## config.mk

```make
export PLATFORM = sky130hd
export DESIGN_NAME = carfield_domain_ctrl
export DESIGN_NICKNAME = d
export VERILOG_FILES = /design/src/rtl/carfield_domain_ctrl.sv
export SDC_FILE = /design/constraint.sdc
export NUM_CORES = 1
export LEC_CHECK = 0
export CORE_ASPECT_RATIO = 0.8
export CORE_MARGIN = 2
export CORE_UTILIZATION = 50
export CTS_CLUSTER_DIAMETER = 60
export DETAILED_ROUTE_END_ITERATION = 6
export PLACE_DENSITY_LB_ADDON = 0.1
export SYNTH_ARGS = -nofsm -noshare
export SYNTH_HDL_FRONTEND = slang
export SYNTH_SLANG_ARGS = --single-unit
```

## constraint.sdc

```tcl
create_clock -name clk_i -period 5.6 [get_ports clk_i]
set_input_delay 1.12 -clock clk_i [delete_from_list [all_inputs] [get_ports clk_i]]
set_output_delay 1.12 -clock clk_i [all_outputs]
set_load 0.03 [all_outputs]
```

## src/rtl/carfield_domain_ctrl.sv

```systemverilog
// carfield_domain_ctrl: per-domain clock-gate and reset sequencer behind a regbus slave.
// Each domain runs HELD/IDLE -> GATE -> RESET -> SETTLE -> IDLE when RST_REQ is written.
// Optional feature: define CARFIELD_DOMAIN_LOCK_EN to add the set-only LOCK register at 0x10.
// The regbus structs travel as packed vectors with the carfield_a32_d32 layout:
//   reg_req_i = {addr[31:0], write, wdata[31:0], wstrb[3:0], valid}   (70 bits)
//   reg_rsp_o = {rdata[31:0], error, ready}                           (34 bits)
// Domain-indexed register fields live in byte 0, so NumDomains is at most 8.
module carfield_domain_ctrl #(
  parameter int unsigned NumDomains         = 6,
  parameter int unsigned ResetCyclesDefault = 16,
  parameter int unsigned GateCycles         = 2
) (
  input  logic                  clk_i,
  input  logic                  rst_ni,
  input  logic [69:0]           reg_req_i,
  output logic [33:0]           reg_rsp_o,
  output logic [NumDomains-1:0] domain_clk_en_o,
  output logic [NumDomains-1:0] domain_rst_no
);

  typedef enum logic [2:0] {
    ST_HELD,
    ST_IDLE,
    ST_GATE,
    ST_RESET,
    ST_SETTLE
  } dom_state_e;

  localparam logic [7:0]            GateLoad    = 8'(GateCycles - 1);
  localparam logic [7:0]            RstCycRst   = 8'(ResetCyclesDefault);
  localparam logic [NumDomains-1:0] Dom0Only    = NumDomains'(1);

  // Counter preload for RESET: max(cycles, 1) cycles, counted down to zero.
  function automatic logic [7:0] reset_load(input logic [7:0] cycles);
    return (cycles == 8'd0) ? 8'd0 : cycles - 8'd1;
  endfunction

  // Request fields
  logic [31:0] req_addr;
  logic [31:0] req_wdata;
  logic [3:0]  req_wstrb;
  logic        req_write;
  logic        req_valid;

  assign {req_addr, req_write, req_wdata, req_wstrb, req_valid} = reg_req_i;

  // Only addr[4:0] is decoded and only byte 0 carries register bits.
  logic unused_req_bits;
  assign unused_req_bits = ^{req_addr[31:5], req_wdata[31:8], req_wstrb[3:1]};

  // Register state
  logic [NumDomains-1:0] clk_en_q, clk_en_d;
  logic [7:0]            rst_cycles_q, rst_cycles_d;
  logic [NumDomains-1:0] start_req;

  // Domain FSM state
  dom_state_e state_q [NumDomains];
  dom_state_e state_d [NumDomains];
  logic [7:0] cnt_q   [NumDomains];
  logic [7:0] cnt_d   [NumDomains];

  logic [NumDomains-1:0] dom_clk_q, dom_clk_d;
  logic [NumDomains-1:0] dom_rst_q, dom_rst_d;

  // Address decode
  logic aligned, sel_clk, sel_req, sel_sts, sel_cyc, sel_lock, mapped;
  logic lock_err, err, wr_ok;

  assign aligned = (req_addr[1:0] == 2'b00);
  assign sel_clk = aligned && (req_addr[4:2] == 3'd0);
  assign sel_req = aligned && (req_addr[4:2] == 3'd1);
  assign sel_sts = aligned && (req_addr[4:2] == 3'd2);
  assign sel_cyc = aligned && (req_addr[4:2] == 3'd3);

  // Byte-0 write data merged with wstrb[0]
  logic [NumDomains-1:0] wr_clk_en;
  logic [NumDomains-1:0] wr_set_bits;
  logic [7:0]            wr_cycles;

  assign wr_clk_en   = req_wstrb[0] ? req_wdata[NumDomains-1:0] : clk_en_q;
  assign wr_set_bits = req_wstrb[0] ? req_wdata[NumDomains-1:0] : '0;
  assign wr_cycles   = req_wstrb[0] ? req_wdata[7:0] : rst_cycles_q;

`ifdef CARFIELD_DOMAIN_LOCK_EN
  logic [NumDomains-1:0] lock_q, lock_d;

  assign sel_lock = aligned && (req_addr[4:2] == 3'd4);
  // A write may not flip a locked CLK_EN bit nor request a locked domain.
  assign lock_err = req_write &&
                    ((sel_clk && |((wr_clk_en ^ clk_en_q) & lock_q)) ||
                     (sel_req && |(wr_set_bits & lock_q)));

  // LOCK bits can only be set by software
  always_comb begin
    lock_d = lock_q;
    if (wr_ok && sel_lock) lock_d = lock_q | wr_set_bits;
  end

  // LOCK register, cleared only by reset
  always_ff @(posedge clk_i or negedge rst_ni) begin
    if (!rst_ni) lock_q <= '0;
    else         lock_q <= lock_d;
  end
`else
  assign sel_lock = 1'b0;
  assign lock_err = 1'b0;
`endif

  assign mapped = sel_clk || sel_req || sel_sts || sel_cyc || sel_lock;
  assign err    = req_valid && (!mapped || (req_write && sel_sts) || lock_err);
  assign wr_ok  = req_valid && req_write && !err;

  // Register writes and the per-domain start pulses they generate
  always_comb begin
    clk_en_d     = clk_en_q;
    rst_cycles_d = rst_cycles_q;
    start_req    = '0;
    if (wr_ok) begin
      if (sel_clk) clk_en_d     = wr_clk_en;
      if (sel_cyc) rst_cycles_d = wr_cycles;
      if (sel_req) start_req    = wr_set_bits;
    end
  end

  // Configuration registers
  always_ff @(posedge clk_i or negedge rst_ni) begin
    if (!rst_ni) begin
      clk_en_q     <= Dom0Only;
      rst_cycles_q <= RstCycRst;
    end else begin
      clk_en_q     <= clk_en_d;
      rst_cycles_q <= rst_cycles_d;
    end
  end

  // STATUS and read data, straight from the state register
  logic [NumDomains-1:0] busy_vec, held_vec;
  logic [31:0]           status, rdata;

  always_comb begin
    busy_vec = '0;
    held_vec = '0;
    for (int i = 0; i < NumDomains; i++) begin
      busy_vec[i] = (state_q[i] == ST_GATE) || (state_q[i] == ST_RESET) ||
                    (state_q[i] == ST_SETTLE);
      held_vec[i] = (state_q[i] == ST_HELD);
    end
    status = 32'(busy_vec) | (32'(held_vec) << 8);
  end

  // Combinational read mux; RST_REQ and unmapped offsets read as zero
  always_comb begin
    rdata = '0;
    if (sel_clk)      rdata[NumDomains-1:0] = clk_en_q;
    else if (sel_sts) rdata                 = status;
    else if (sel_cyc) rdata[7:0]            = rst_cycles_q;
`ifdef CARFIELD_DOMAIN_LOCK_EN
    else if (sel_lock) rdata[NumDomains-1:0] = lock_q;
`endif
  end

  assign reg_rsp_o = {rdata, err, req_valid};

  // Domain state and phase counter registers; domain 0 leaves reset running
  always_ff @(posedge clk_i or negedge rst_ni) begin
    if (!rst_ni) begin
      for (int i = 0; i < NumDomains; i++) begin
        state_q[i] <= (i == 0) ? ST_IDLE : ST_HELD;
        cnt_q[i]   <= '0;
      end
    end else begin
      for (int i = 0; i < NumDomains; i++) begin
        state_q[i] <= state_d[i];
        cnt_q[i]   <= cnt_d[i];
      end
    end
  end

  // Next state: requests only start from HELD or IDLE, each phase counts down to zero
  always_comb begin
    for (int i = 0; i < NumDomains; i++) begin
      state_d[i] = state_q[i];
      cnt_d[i]   = cnt_q[i];
      unique case (state_q[i])
        ST_HELD, ST_IDLE: begin
          if (start_req[i]) begin
            state_d[i] = ST_GATE;
            cnt_d[i]   = GateLoad;
          end
        end
        ST_GATE: begin
          if (cnt_q[i] == 8'd0) begin
            state_d[i] = ST_RESET;
            cnt_d[i]   = reset_load(rst_cycles_q);
          end else begin
            cnt_d[i] = cnt_q[i] - 8'd1;
          end
        end
        ST_RESET: begin
          if (cnt_q[i] == 8'd0) begin
            state_d[i] = ST_SETTLE;
            cnt_d[i]   = GateLoad;
          end else begin
            cnt_d[i] = cnt_q[i] - 8'd1;
          end
        end
        ST_SETTLE: begin
          if (cnt_q[i] == 8'd0) state_d[i] = ST_IDLE;
          else                  cnt_d[i]   = cnt_q[i] - 8'd1;
        end
        default: state_d[i] = ST_HELD;
      endcase
    end
  end

  // Output decode from the upcoming state so the registered outputs align with it
  always_comb begin
    dom_clk_d = '0;
    dom_rst_d = '0;
    for (int i = 0; i < NumDomains; i++) begin
      unique case (state_d[i])
        ST_IDLE: begin
          dom_clk_d[i] = clk_en_d[i];
          dom_rst_d[i] = 1'b1;
        end
        ST_GATE, ST_SETTLE: dom_rst_d[i] = 1'b1;
        default: begin
          dom_clk_d[i] = 1'b0;
          dom_rst_d[i] = 1'b0;
        end
      endcase
    end
  end

  // Registered clock-enable and reset outputs
  always_ff @(posedge clk_i or negedge rst_ni) begin
    if (!rst_ni) begin
      dom_clk_q <= Dom0Only;
      dom_rst_q <= Dom0Only;
    end else begin
      dom_clk_q <= dom_clk_d;
      dom_rst_q <= dom_rst_d;
    end
  end

  assign domain_clk_en_o = dom_clk_q;
  assign domain_rst_no   = dom_rst_q;

endmodule
```

# After elaboration in Yosys (flattened, before gate mapping)
# Index checks and enable logic that the tools add are counted.
dict set report word_totals {
  reg_bits 92
  input_bits 72
  output_inout_bits 46
  word_cells 231
}
dict set report op_classes {
  n_addsub 7
  eq_ne 57
  n_mux 84
  bitwise_logic 1
  reduce_logical 66
}
# cell n
set op_table {}
lappend op_table {{two-way mux 8 bit} 27}
lappend op_table {{one-hot mux 8 bit (4 select lines)} 6}
lappend op_table {{two-way mux 3 bit} 24}
lappend op_table {{one-hot mux 3 bit (4 select lines)} 6}
lappend op_table {{equality test 3 x 2 -> 1 bit, second input constant} 20}
lappend op_table {{logical NOT 8 bit} 7}
lappend op_table {{subtractor 8 x 1 -> 8 bit, second input constant} 7}
lappend op_table {{two-way mux 6 bit} 8}
lappend op_table {{equality test 3 x 1 -> 1 bit, second input constant} 13}
lappend op_table {{equality test 3 bit, second input constant} 12}
lappend op_table {{two-way mux 26 bit} 1}
lappend op_table {{inequality test 2 bit, second input constant} 12}
lappend op_table {{nonzero test 4 bit} 6}
lappend op_table {{logical NOT 3 bit} 7}
lappend op_table {{AND reduction 3 bit} 7}
lappend op_table {{OR reduction 3 bit} 6}
lappend op_table {{logical OR 1 bit} 16}
lappend op_table {{OR 6 x 14 -> 14 bit} 1}
lappend op_table {{two-way mux 1 bit} 12}
lappend op_table {{OR reduction 2 bit} 6}
lappend op_table {{logical AND 1 bit} 8}
lappend op_table {{logical NOT 1 bit} 2}
lappend op_table {{logical NOT 2 bit} 1}

# Logic depth before layout (Yosys ltp)
# Gate-level depths: netlist of the first run.
dict set report depth {
  ltp_word 16
  depth_mapped 8
  depth_no_buf 7
}

# Worst setup path before layout of the first run
# Ideal clock, no wire load.
dict set report synth_timing {
  kind {in2out}
  from {in reg_req_i[39]}
  to {out reg_rsp_o[10]}
  arrival_ns 2.586
  required_time_ns 4.480
  path_slack_ns 1.894
  path_stages 3
  n_path_buf 0
  path_cell_list {nor3_1 -> nand3b_1 -> nor4_1}
}
dict set report synth_between {
  elab_chain_cells 4
  elab_cells_between_ends 5
  cone_classes {mux (2); reduce/logical (3)}
}
# element line
set synth_lines {}
lappend synth_lines {{start: declaration} 15} ;# input logic [69:0] reg_req_i,
lappend synth_lines {{logical NOT 2 bit (*)} 69} ;# assign aligned = (req_addr[1:0] == 2'b00);
lappend synth_lines {{logical AND 1 bit} 72} ;# assign sel_sts = aligned && (req_addr[4:2] == 3'd2);
lappend synth_lines {{two-way mux 6 bit} 155} ;# else if (sel_sts) rdata = status;
lappend synth_lines {{two-way mux 26 bit (*)} 154} ;# if (sel_clk) rdata[NumDomains-1:0] = clk_en_q;
lappend synth_lines {{end: declaration} 16} ;# output logic [33:0] reg_rsp_o,
# Mark *: on every way between the ends. The rest lies on a longest branch, timed or not.

# Final worst setup path of the first run
dict set report layout_timing {
  from {in reg_req_i[39]}
  to {out reg_rsp_o[11]}
}
# Same word-level chain as after synthesis.

==> results of run 1 <==
## power breakdown
| part | switching [mW] | internal, mW | total, mW |
|---|---|---|---|
| Sequential | 0.243 | 0.849 | 1.09 |
| Clock | 0.259 | 0.357 | 0.616 |
| Combinational | 0.630 | 0.437 | 1.07 |
## metal layers
metal / track usage / routed length, µm
met1: 0.381 / 7850
met2: 0.398 / 7380
met3: 0.0435 / 792
met4: 0.0668 / 225
met5: 0 / 0
## stage by stage
stage	setup slack, ns	instances	utilization	area [µm²]	hold slack [ns]
detailed placement	0.732	856	0.559	6510	0.508
floorplan	1.89	706	-	6110	0.476
global route	0.516	872	0.585	6820	0.561
CTS	0.739	872	0.585	6820	0.524
finish	0.692	872	0.585	6820	0.528
global placement	0.770	856	0.559	6510	0.506
## synthesized netlist by cell type (13+ instances only)
cell / instances / area [µm²]
nor3_1: 28 / 140
nor2_1: 51 / 191
nand2_1: 68 / 255
or3_1: 13 / 81.3
mux2_2: 18 / 203
buf_4: 20 / 150
o211ai_1: 17 / 128
dfrtp_1: 87 / 2180
ha_1: 14 / 175
a21oi_1: 36 / 180
clkbuf_1: 24 / 90.1
o21ai_0: 39 / 195
nand2b_1: 13 / 81.3
inv_1: 33 / 124
## state kept, by name (all words and copies together), names as in the netlist
signal and flops:
rst_cycles_q 8, domain_rst_no 6, domain_clk_en_o 6, state_q 18, cnt_q 48, clk_en_q 6
## layout by cell type, fill, tap and decap left out, drive strengths merged, types with 17 or more instances in the layout
cell,instances
nand2,68
o211ai,17
mux2,18
a21oi,36
inv,33
nor2,51
o21ai,39
clkdlybuf4s50,44
nor3,28
dfrtp,87
conb,18
## critical path: cells and delay by family
family	cells	cell delay [ns]
and+or+nand+nor	3	1.46
buffers and inverters	2	1.20
## path summary, 6_finish.rpt
| path | startpoint | to | slack, ns | cells after the start |
|---|---|---|---|---|
| worst max-delay path | reg_req_i[39] | reg_rsp_o[11] | 0.69 | 5 |
| worst max register to register | rst_cycles_q[2] | cnt_q[31] | 3.10 | 5 |
| worst min-delay path | clk_en_q[1] | clk_en_q[1] | 0.53 | 1 |
| max in group asynchronous | rst_ni | cnt_q[35] | 3.78 | 2 |
| min in group asynchronous | rst_ni | state_q[1] | 0.72 | 1 |
| worst min register to register | clk_en_q[1] | clk_en_q[1] | 0.53 | 1 |
## kinds of logic (layout without fill, tap and decap cells)
kind of cell	Yosys count	in the layout	share of synthesized area
simple gates	264	264	0.233
compound gates	196	196	0.222
flops	92	92	0.382
buf+inv	81	99	0.0655
mux	24	24	0.0434
xor+xnor	17	17	0.0246
fa+ha+maj	14	14	0.0289
other cells	1	18	0.000620
## cell type report
class	instances	area, µm²
repair buffers	50	485
multi-input cells	533	3410
flip-flops and latches	92	2310
clock buffers	10	239
fillers	1021	4830
inverters	33	124
clock inverters	6	63.8
well taps	148	185
==> results.sh, run 1 <==
export IMPL_status="completed"
export IMPL_crit_type="primary input to output port"
export IMPL_dr_total_vias=5367
export IMPL_die_area_mm2=0.0130
export IMPL_drtIter0Drc=540
export IMPL_synthDistinctLibCells=68
export IMPL_ys_warn_count=0
export IMPL_hpwl_um=11700
export IMPL_num_nets_final=805
export IMPL_grt_max_degree=58
export IMPL_io_buffers=45
export IMPL_fin_skew_ns=0.0103
export IMPL_antennaDiodeCount=0
export IMPL_slowest_delay_ns=0.76
export IMPL_slew_headroom=0.273
export IMPL_setup_violations=0
export IMPL_ys_async_sr_fraction=1.00
export IMPL_p_per_area_mw_per_mm2=407
export IMPL_synth_seq_cells=92
export IMPL_hp_class="flip-flop to flip-flop"
export IMPL_hold_buffers=0
export IMPL_synth_edf_count=0
export IMPL_first_pass_iters=5
export IMPL_crit_path_max_fanout=6
export IMPL_grt_pass1_wl_um=26300
export IMPL_gp_congestion=0.940
export IMPL_layout_min_cycle_time_ns=4.91
export IMPL_wl_per_cell_um=18.6
export IMPL_worst_setup_path_end_kind="output port"
export IMPL_grt_usage=0.258
export IMPL_drc_errors=0
export IMPL_postSynthAreaPerCell_um2=8.78
export IMPL_rows=35
export IMPL_antenna_left=0
export IMPL_maxCapViolations=0
export IMPL_cts_tree="built"
export IMPL_antenna_found_initial=0
export IMPL_h_tree_depth=3
export IMPL_netlist_instances=689
export IMPL_synth_area_mm2=0.00605
export IMPL_start_kind="primary input"
export IMPL_ys_flop_type="dfrtp_1"
export IMPL_io_pins=118
export IMPL_path_clk_slew_ns=0.07
export IMPL_die_h_um=102
export IMPL_p_leak_nw=2.86
export IMPL_timing_final_crit_share=0.876
export IMPL_cts_setup_buffers=0
export IMPL_insertion_delay_ns=0.34
export IMPL_core_mm2=0.0116
export IMPL_fin_setup_tns_ns=0
export IMPL_tightest_slew_ns=1.06
export IMPL_required_ns=4.48
export IMPL_slew_violations=0
export IMPL_clockRootBuffer="clkbuf_16"
export IMPL_drive_above_1_share=0.0898
export IMPL_crit_slowest_cell="clkdlybuf4s50_1"
export IMPL_cts_sinks=92
export IMPL_grt_pass1_vias=4911
export IMPL_die_w_um=127
export IMPL_syn_to_final_growth_pct=12.6
export IMPL_rsz0062_at_grt="no"
export IMPL_viasPerCell=6.15
export IMPL_hold_viol_final=0
export IMPL_cpMostUsedCell="clkdlybuf4s50_1"
export IMPL_power_total_mw=2.78
export IMPL_crit_path_cell_trace="clkdlybuf4s50_1 -> nor3_1 -> nand3b_1 -> nor4_1 -> clkdlybuf4s50_1"
export IMPL_fmax_ghz=0.204
export IMPL_seq_area_frac_synth=0.382
export IMPL_cts_made_buffers=9
export IMPL_grt_remaining_overflow=0
export IMPL_postRouteWirelength_um=16200
export IMPL_cts_buffer_depth=2
export IMPL_peakVddDrop_v=0.000302
export IMPL_arrival_ns=3.79
export IMPL_start_util=0.519
export IMPL_cts_repair_resized=0
(Power assumes the default switching activity.)
==> run 2, diff against run 1 <==
Settings changed: CTS_CLUSTER_SIZE set to 8.
==> results of run 2 <==
The final DEF is identical to that of run 1; final timing and power are the same.
==> run 3, diff against run 2 <==
Settings changed: CORE_UTILIZATION 50 to 55, SLEW_MARGIN set to 20.
==> run 3 against run 2 <==
First-iteration DRC count up 13%; sequential power about the same; sequential share of layout area grew 0.18 points; routed wire length barely moved; fmax up 1.8%; power decreased by 1.2%; critical endpoint unchanged.
==> results.sh, run 3 (synthesized netlist as in run 1, its figures left out) <==
export IMPL_swShare=0.417
export IMPL_arrival_ns=3.70
export IMPL_status="completed"
export IMPL_holdPathStages=1
export IMPL_p_switching_mw=1.14
export IMPL_die_h_um=97.8
export IMPL_h_tree_depth=3
export IMPL_dr_total_vias=5497
export IMPL_grt_max_degree=57
export IMPL_p_per_area_mw_per_mm2=405
export IMPL_viasPerCell=6.33
export IMPL_hp_class="flip-flop to flip-flop"
export IMPL_path_clk_slew_ns=0.06
export IMPL_start_util=0.560
export IMPL_crit_type="primary input to output port"
export IMPL_whs_endpoint="cnt_q[39]"
export IMPL_drc_errors=0
export IMPL_insertion_delay_ns=0.34
export IMPL_nFillCells=948
export IMPL_pwr_share_clk=0.208
export IMPL_post_route_util=0.627
export IMPL_layout_min_cycle_time_ns=4.82
export IMPL_maxCapViolations=0
export IMPL_slew_violations=0
export IMPL_cts_made_buffers=9
export IMPL_layout_setup_ws_ns=0.779
export IMPL_io_pins=118
export IMPL_p_leak_nw=2.84
export IMPL_reg2reg_to="cnt_q[17]"
export IMPL_ff2ff_path_depth=7
export IMPL_grt_usage=0.283
export IMPL_final_common_cell="dfrtp_1"
export IMPL_drive_above_1_share=0.0870
export IMPL_seq_area_mm2=0.00231
export IMPL_clockRootBuffer="clkbuf_16"
export IMPL_final_cell_mix="dfrtp_1 (87), nand2_1 (68), nor2_1 (51)"
export IMPL_hold_buffers=0
export IMPL_critPathLaunch="reg_req_i[39]"
export IMPL_hpwl_um=11300
export IMPL_power_total_mw=2.74
export IMPL_gp_congestion=0.900
export IMPL_syn_to_final_growth_pct=12.0
export IMPL_tightest_slew_ns=1.05
export IMPL_required_ns=4.48
export IMPL_setup_violations=0
export IMPL_rows=34
export IMPL_dp_slack_ns=0.784
export IMPL_wl_per_cell_um=18.7
export IMPL_core_mm2=0.0108
export IMPL_rsz0062_at_grt="no"
export IMPL_start_kind="primary input"
export IMPL_peakVddDrop_v=0.000308
export IMPL_hold_slack_ns=0.526
export IMPL_cts_setup_buffers=0
export IMPL_antennaDiodeCount=0
export IMPL_drtIter0Drc=611
export IMPL_r2r_start="rst_cycles_q[0]"
export IMPL_postRouteWirelength_um=16300
export IMPL_top_register="cnt_q"
export IMPL_timing_final_crit_share=0.861
export IMPL_worst_setup_path_end_kind="output port"
export IMPL_fmax_ghz=0.207
export IMPL_slew_headroom=0.280
export IMPL_cts_sinks=92
export IMPL_intPower_mw=1.60
export IMPL_grt_pass1_vias=5081
export IMPL_rrSetupSlack_ns=3.10
export IMPL_num_nets_final=805
export IMPL_multi_input_area_mm2=0.00341
export IMPL_hold_start="cnt_q[39]"
export IMPL_io_buffers=45
export IMPL_pwr_share_seq=0.399
export IMPL_cts_tree="built"
export IMPL_antenna_found_initial=0
export IMPL_first_pass_iters=5
export IMPL_die_w_um=121
export IMPL_reg_top3="cnt_q: 48 flops, state_q: 18 flops, rst_cycles_q: 8 flops"
export IMPL_grt_pass1_wl_um=26400
export IMPL_cts_repair_resized=0
export IMPL_crit_path_max_fanout=6
export IMPL_largest_register_ffs=48
export IMPL_antenna_left=0
export IMPL_fin_setup_tns_ns=0
export IMPL_hold_viol_final=0
export IMPL_grt_remaining_overflow=0
export IMPL_pwr_share_comb=0.393
export IMPL_die_area_mm2=0.0119
export IMPL_cts_buffer_depth=2
export IMPL_fin_skew_ns=0.00449
## run 3: cell count changes in the layout (fill, tap and decap cells not counted), sizes merged
cell,before,now
bufinv,1,0
clkbuf,10,12
clkinv,3,2
## run 3: power groups by stage
stage	clock network (mW)	registers [mW]	logic (mW)
3_3_place_gp	0	1.08	1.03
3_5_place_dp	0	1.09	1.06
5_1_grt	0.610	1.12	1.20
6_report	0.570	1.09	1.08
4_1_cts	0.584	1.08	1.07
2_1_floorplan	0	1.04	0.822
## run 3: critical path, stage by stage
cell	delay (ns)
clkdlybuf4s50_1	0.44
nor3_1	0.45
nand3b_1	0.49
nor4_1	0.45
clkdlybuf4s50_1	0.75
## run 3: through the flow
stage / area (µm²) / instances
finish: 6780 / 868
global placement: 6510 / 852
detailed placement: 6510 / 852
CTS: 6780 / 868
floorplan: 6110 / 706
global route: 6780 / 868
## run 3: worst max path at each step
| stage | endpoint | slack (ns) | depth (start not counted) |
|---|---|---|---|
| finish | reg_rsp_o[11] | 0.78 | 5 |
| global route | reg_rsp_o[11] | 0.63 | 5 |
| CTS | reg_rsp_o[11] | 0.79 | 5 |
| detailed placement | reg_rsp_o[11] | 0.78 | 5 |
| global placement | reg_rsp_o[11] | 0.82 | 5 |
| floorplan | reg_rsp_o[10] | 1.89 | 3 |
## run 3: final cells by class
class	instances	area share
clock buffer	12	0.0364
clock inverter	4	0.00369
inverter	33	0.0183
multi-input combinational	533	0.503
sequential	92	0.341
tap	144	0.0266
timing repair buffer	50	0.0716
## run 3: metal layers
metal / track usage / wire length, µm / vias up
met5: 0 / 0 / -
li1: - / - / 2589
met1: 0.409 / 7320 / 2641
met2: 0.417 / 7280 / 233
met4: 0.114 / 423 / 0
met3: 0.0607 / 1240 / 34
